**config.mk**
```make
export PLATFORM = sky130hd
export DESIGN_NAME = ram_log_dump_flat
export DESIGN_NICKNAME = d
export VERILOG_FILES = /design/src/rtl/ram_log_dump_if.sv /design/src/rtl/ram_log_dump.sv /design/src/flat_wrapper.sv
export SDC_FILE = /design/constraint.sdc
export NUM_CORES = 1
export LEC_CHECK = 0
export ABC_AREA = 0
export CAP_MARGIN = 20
export CORE_UTILIZATION = 42
export CTS_BUF_LIST = sky130_fd_sc_hd__clkbuf_4
export CTS_CLUSTER_SIZE = 10
export DETAILED_ROUTE_END_ITERATION = 12
export PLACE_DENSITY = 0.87
export SLEW_MARGIN = 5
export SYNTH_ARGS = -nofsm -noshare
export SYNTH_HDL_FRONTEND = slang
export SYNTH_SLANG_ARGS = --single-unit
```
**constraint.sdc**
```tcl
create_clock -name clock -period 1.5 [get_ports clock]
set_input_delay 0.225 -clock clock [delete_from_list [all_inputs] [get_ports clock]]
set_output_delay 0.225 -clock clock [all_outputs]
set_load 0.05 [all_outputs]
```
**src/rtl/ram_log_dump_if.sv**
```systemverilog
// Bundle of the dump engine's control, RAM read port and downstream stream signals.
// The master modport is the dump engine; slave is the surrounding system.
interface ram_log_dump_if #(
    parameter int NB_ADDR = 10,
    parameter int NB_DATA = 16
);
    logic               i_start;
    logic               i_abort;
    logic               i_ram_full;
    logic [NB_ADDR-1:0] o_ram_read_addr;
    logic [NB_DATA-1:0] i_data_from_ram;
    logic [NB_DATA-1:0] o_data;
    logic               o_valid;
    logic               i_ready;
    logic               o_busy;
    logic               o_done;

    modport master (
        input  i_start, i_abort, i_ram_full, i_data_from_ram, i_ready,
        output o_ram_read_addr, o_data, o_valid, o_busy, o_done
    );

    modport slave (
        output i_start, i_abort, i_ram_full, i_data_from_ram, i_ready,
        input  o_ram_read_addr, o_data, o_valid, o_busy, o_done
    );
endinterface

```
**src/rtl/ram_log_dump.sv**
```systemverilog
// Dumps a full log RAM word by word (addresses 0..DUMP_LEN-1) onto a valid/ready stream.
// Each word takes FETCH (address out), WAIT (RAM latency) and SEND (handshake).
module ram_log_dump #(
    parameter int NB_ADDR  = 10,
    parameter int NB_DATA  = 16,
    parameter int DUMP_LEN = 2**NB_ADDR
) (
    input  logic           clock,
    input  logic           cpu_reset,
    ram_log_dump_if.master bus
);
    localparam logic [NB_ADDR-1:0] LAST_ADDR = NB_ADDR'(DUMP_LEN - 1);

    typedef enum logic [2:0] {
        S_IDLE,
        S_FETCH,
        S_WAIT,
        S_SEND,
        S_DONE
    } state_e;

    state_e             state_q, state_d;
    logic [NB_ADDR-1:0] addr_q,  addr_d;
    logic [NB_DATA-1:0] data_q,  data_d;
    logic               valid_q, valid_d;
    logic               busy_q,  busy_d;
    logic               done_q,  done_d;

    always_comb begin
        // NOTE: every variable gets a default first so no path leaves it unassigned (no latches).
        state_d = state_q;
        addr_d  = addr_q;
        data_d  = data_q;
        valid_d = valid_q;

        unique case (state_q)
            S_IDLE: begin
                if (bus.i_start && bus.i_ram_full) begin
                    state_d = S_FETCH;
                    addr_d  = '0;
                end
            end
            S_FETCH: state_d = S_WAIT;
            S_WAIT: begin
                data_d  = bus.i_data_from_ram;
                valid_d = 1'b1;
                state_d = S_SEND;
            end
            S_SEND: begin
                if (valid_q && bus.i_ready) begin
                    valid_d = 1'b0;
                    if (addr_q == LAST_ADDR) begin
                        state_d = S_DONE;
                        addr_d  = '0;
                    end else begin
                        state_d = S_FETCH;
                        addr_d  = addr_q + NB_ADDR'(1);
                    end
                end
            end
            S_DONE:  state_d = S_IDLE;
            default: state_d = S_IDLE;
        endcase

        // Abort overrides everything, including a handshake in the same cycle.
        if (bus.i_abort && (state_q != S_IDLE)) begin
            state_d = S_IDLE;
            valid_d = 1'b0;
            addr_d  = '0;
        end

        // Status outputs are registered from the next state so they align with it.
        busy_d = (state_d != S_IDLE);
        done_d = (state_d == S_DONE);
    end

    // NOTE: sequential state uses non-blocking assignments so all flops update together.
    always_ff @(posedge clock or posedge cpu_reset) begin
        if (cpu_reset) begin
            state_q <= S_IDLE;
            addr_q  <= '0;
            data_q  <= '0;
            valid_q <= 1'b0;
            busy_q  <= 1'b0;
            done_q  <= 1'b0;
        end else begin
            state_q <= state_d;
            addr_q  <= addr_d;
            data_q  <= data_d;
            valid_q <= valid_d;
            busy_q  <= busy_d;
            done_q  <= done_d;
        end
    end

    assign bus.o_ram_read_addr = addr_q;
    assign bus.o_data          = data_q;
    assign bus.o_valid         = valid_q;
    assign bus.o_busy          = busy_q;
    assign bus.o_done          = done_q;
endmodule

```
**src/flat_wrapper.sv**
```systemverilog
// flat-port wrapper written by rule: the top's interface ports become plain ports
module ram_log_dump_flat 
#(
    parameter int NB_ADDR  = 10,
    parameter int NB_DATA  = 16,
    parameter int DUMP_LEN = 2**NB_ADDR
)
  (clock, cpu_reset, bus_i_start, bus_i_abort, bus_i_ram_full, bus_i_data_from_ram, bus_i_ready, bus_o_ram_read_addr, bus_o_data, bus_o_valid, bus_o_busy, bus_o_done);
  ram_log_dump_if #(.NB_ADDR(NB_ADDR), .NB_DATA(NB_DATA)) bus_i ();
  input  logic clock;
  input  logic cpu_reset;
  input wire logic [$bits(bus_i.i_start)-1:0] bus_i_start;
  input wire logic [$bits(bus_i.i_abort)-1:0] bus_i_abort;
  input wire logic [$bits(bus_i.i_ram_full)-1:0] bus_i_ram_full;
  input wire logic [$bits(bus_i.i_data_from_ram)-1:0] bus_i_data_from_ram;
  input wire logic [$bits(bus_i.i_ready)-1:0] bus_i_ready;
  output wire logic [$bits(bus_i.o_ram_read_addr)-1:0] bus_o_ram_read_addr;
  output wire logic [$bits(bus_i.o_data)-1:0] bus_o_data;
  output wire logic [$bits(bus_i.o_valid)-1:0] bus_o_valid;
  output wire logic [$bits(bus_i.o_busy)-1:0] bus_o_busy;
  output wire logic [$bits(bus_i.o_done)-1:0] bus_o_done;
  assign bus_i.i_start = bus_i_start;
  assign bus_i.i_abort = bus_i_abort;
  assign bus_i.i_ram_full = bus_i_ram_full;
  assign bus_i.i_data_from_ram = bus_i_data_from_ram;
  assign bus_i.i_ready = bus_i_ready;
  assign bus_o_ram_read_addr = bus_i.o_ram_read_addr;
  assign bus_o_data = bus_i.o_data;
  assign bus_o_valid = bus_i.o_valid;
  assign bus_o_busy = bus_i.o_busy;
  assign bus_o_done = bus_i.o_done;
  ram_log_dump #(.NB_ADDR(NB_ADDR), .NB_DATA(NB_DATA), .DUMP_LEN(DUMP_LEN)) u_core (.clock(clock), .cpu_reset(cpu_reset), .bus(bus_i));
endmodule
```
==> metrics.md <==
| Metric | Value |
|---|---|
| DIE AREA | between 3000 and 4000 sq um |
| CP max FO | 7 |
| Synth top area share | 0.525 |
| Post-DR vias/cell | 5.37 |
| Cell variety after synth | 40 |
| Hold Crit Class | input pin to async pin |
| Wire length per cell | 16.7 um |
| Max VDD drop | 1.02 mV |
| Synthesized flop and latch total | 32 |
| Reg clk slew, reported paths | 100 ps |
| RSZ-0062 raised after global routing | true |
| Number of global-route vias before repair | 1,440 |
| H-tree lvl count | 2 |
| FILL cells | 228 |
| EDFF count, synth | 0 |
| Skew final | about 4.4 ps |
| Starting Density | 0.447 |
| DRC | 0 |
| CTS Buf Count | 5 |
| Worst Setup SP | u_core.state_q[1] |
| Final net count | 235 |
| Synth area leaders | dfrtp_1 53%, mux2_2 13%, o21bai_4 2.5%, a21oi_1 2.0%, o31ai_1 2.0% |
| Reg2reg setup slack | -180 ps |
| Synth warn | 0 |
| Final core utilization | 0.765 |
| Antenna violations before repair | 0 |
| Post-Place Worst Slack | -511 ps |
| Mapped Area | 1530 sq um |
| FP Rows | 21 |
| Placed insts | roughly 240 |
| Final min period | approximately 1700 ps |
| Router iterations before antenna repair | 4 |
| Width of the die | 62.3 um |
| Actual slew at the worst max-slew pin | 395 ps |
| Slew Viols, Final | 0 |
| Dpl hpwl | slightly below 3000 um |
| Port buffer count | 50 |
| Clock Sinks | 32 |
| GPL Wtd Cong | 0.860 |
| Crit end category | flop |
| Cts hold-fix bufs | 0 |
| # diodes | 0 |
| Layout cells sized above 1 | 0.627 |
| CTS tree | built |
| Gate Count Post-Synth | 120 |
| Register-to-Register Path Depth | 5 |
| RR Startpoint | u_core.state_q[1] |
| PnR worst setup slack | -179 ps |
| F_max | 0.596 GHz |
| Worst reg2reg path endpoint | u_core.bus.o_ram_read_addr[9] |
| Clk buf depth | 2 |
| Drt total wl | about 4300 um |
| Power density over the cells | 1730 nW/um^2 |
| Cell taking the most area after synthesis | dfrtp_1 |
| Global-route usage over all layers | 0.233 |
| Lkg Pwr | between 1 and 1.5 nW |
| Commonest cells in the netlist | 32 x dfrtp_1, 17 x mux2_2, 7 x nand2_1, 6 x a21oi_1 |
| Clock latency on the worst-skew pair | 340 ps |
| Post-route ant nets | 0 |
| Global-route wire length before repair | slightly below 7000 um |
| Crit path arrival time | a little under 2000 ps |
| Maxcap violations | 0 |
| Via count | 1,385 |
| Synth-to-layout area growth | 71.4% |
| Final Non-Filler Cells | about 260 |
| Final Power | 0.00453 W |
| DIE HEIGHT | approximately 62 um |
| Status | complete, but fails checks |
| Slew headroom | 0.736 |
| Tcrit/Tclk final | 1.12 |
| Clk root buf | clkbuf_4 |
| Syn_nets | 143 |
| Failing checks | setup timing |
| Largest net degree at the start of global routing | 33 |
| Syn_area_per_cell | 12.7 sq um |
| Initial DRC count | 65 |
| Grt ovf | 0 |
| Final setup fails | 26 |
| Top-count cell post-synth | dfrtp_1 |
| # IOs | 51 |
| CP required | 1770 ps |
| Sequential-to-total area share from yosys stat | 0.525 |
| FFs w/ async S/R, synth | 1.00 |
| Core area | 3420 sq um |
| Crit Path Class | flop to flop |
| Total negative slack | -2020 ps |
| Startpoint types | flop |
| Final Hold Fails | 0 |
| Main synth FF type | dfrtp_1 |
## flip-flops by register name (all words and copies together) (netlist names)
| signal | count |
|---|---|
| u_core.bus.o_data | 16 |
| u_core.bus.o_busy | 1 |
| u_core.bus.o_done | 1 |
| u_core.state_q | 3 |
| u_core.bus.o_ram_read_addr | 10 |
| u_core.bus.o_valid | 1 |
## cells by family after synthesis
family / Yosys count / share of synthesized area
compound gates: 26 / 0.138
flops: 32 / 0.525
buf+inv: 5 / 0.0246
mux: 17 / 0.126
simple gates: 38 / 0.173
xor+xnor: 1 / 0.00574
fa+ha+maj: 1 / 0.00820
## how the worst max path moves through the flow
stage	cells past startpoint	to	slack [ps]
2_1_floorplan	6	u_core.bus.o_ram_read_addr[6]	-220
3_3_place_gp	7	u_core.bus.o_ram_read_addr[7]	-400
3_5_place_dp	7	u_core.bus.o_ram_read_addr[5]	-510
4_1_cts	5	u_core.bus.o_ram_read_addr[5]	-140
5_1_grt	5	u_core.bus.o_ram_read_addr[7]	-220
6_report	5	u_core.bus.o_ram_read_addr[9]	-180
## critical path, stage by stage, from the launching register on
cell	delay, ps
dfrtp_2	480
nor2b_4	160
o21bai_4	160
nand3_4	140
or4_1	520
a21oi_2	140
## repair_timing
item,4_1_cts,5_1_grt
pin swaps,5,4
gates cloned,0,0
endpoints found under the setup margin,10,26
resized for setup,11,8
setup buffers,6,7
## layout make-up
| cell class | count | area [sq um] | share of cell area |
|---|---|---|---|
| Multi-Input combinational cell | 83 | 821 | 0.314 |
| Sequential cell | 32 | 812 | 0.311 |
| Timing Repair Buffer | 88 | 871 | 0.333 |
| Clock buffer | 5 | 37.5 | 0.0144 |
| Clock inverter | 2 | 7.51 | 0.00287 |
| Inverter | 2 | 7.51 | 0.00287 |
| Tap cell | 46 | 57.6 | 0.0220 |
## power breakdown
part           internal (W)  switching [W]
clock              0.000163       0.000290
sequential          0.00114       0.000161
combinational       0.00113        0.00164
total               0.00243        0.00209
## per-layer routing
metal	vias up	GRT usage	part of all wire
met3	14	0.0643	0.075
li1	623	-	-
met5	-	0	0
met1	667	0.281	0.38
met4	0	0.0988	0.032
met2	81	0.389	0.51
## metrics by stage
stage               cell area [sq um]  hold WS [ps]
global placement                 2390           490
finish                           2610           260
floorplan                        1590           325
CTS                              2520           279
global route                     2610           309
detailed placement               2390           499
## placed cells by master (no fill, tap or decap), drive strengths merged, types with 2 or more instances in the layout
cell type / count
nor2: 4
nand2: 8
o31ai: 4
clkdlybuf4s50: 21
mux2: 17
and3: 4
nand3b: 2
nor3: 2
dfrtp: 32
a21oi: 7
and2: 4
nor2b: 2
buf: 67
nand3: 2
clkbuf: 5
a211oi: 3
o21bai: 2
clkinv: 2
o21ai: 3
or4: 3
or3: 2
nand4: 2
inv: 2
(Power assumes the default switching activity.)
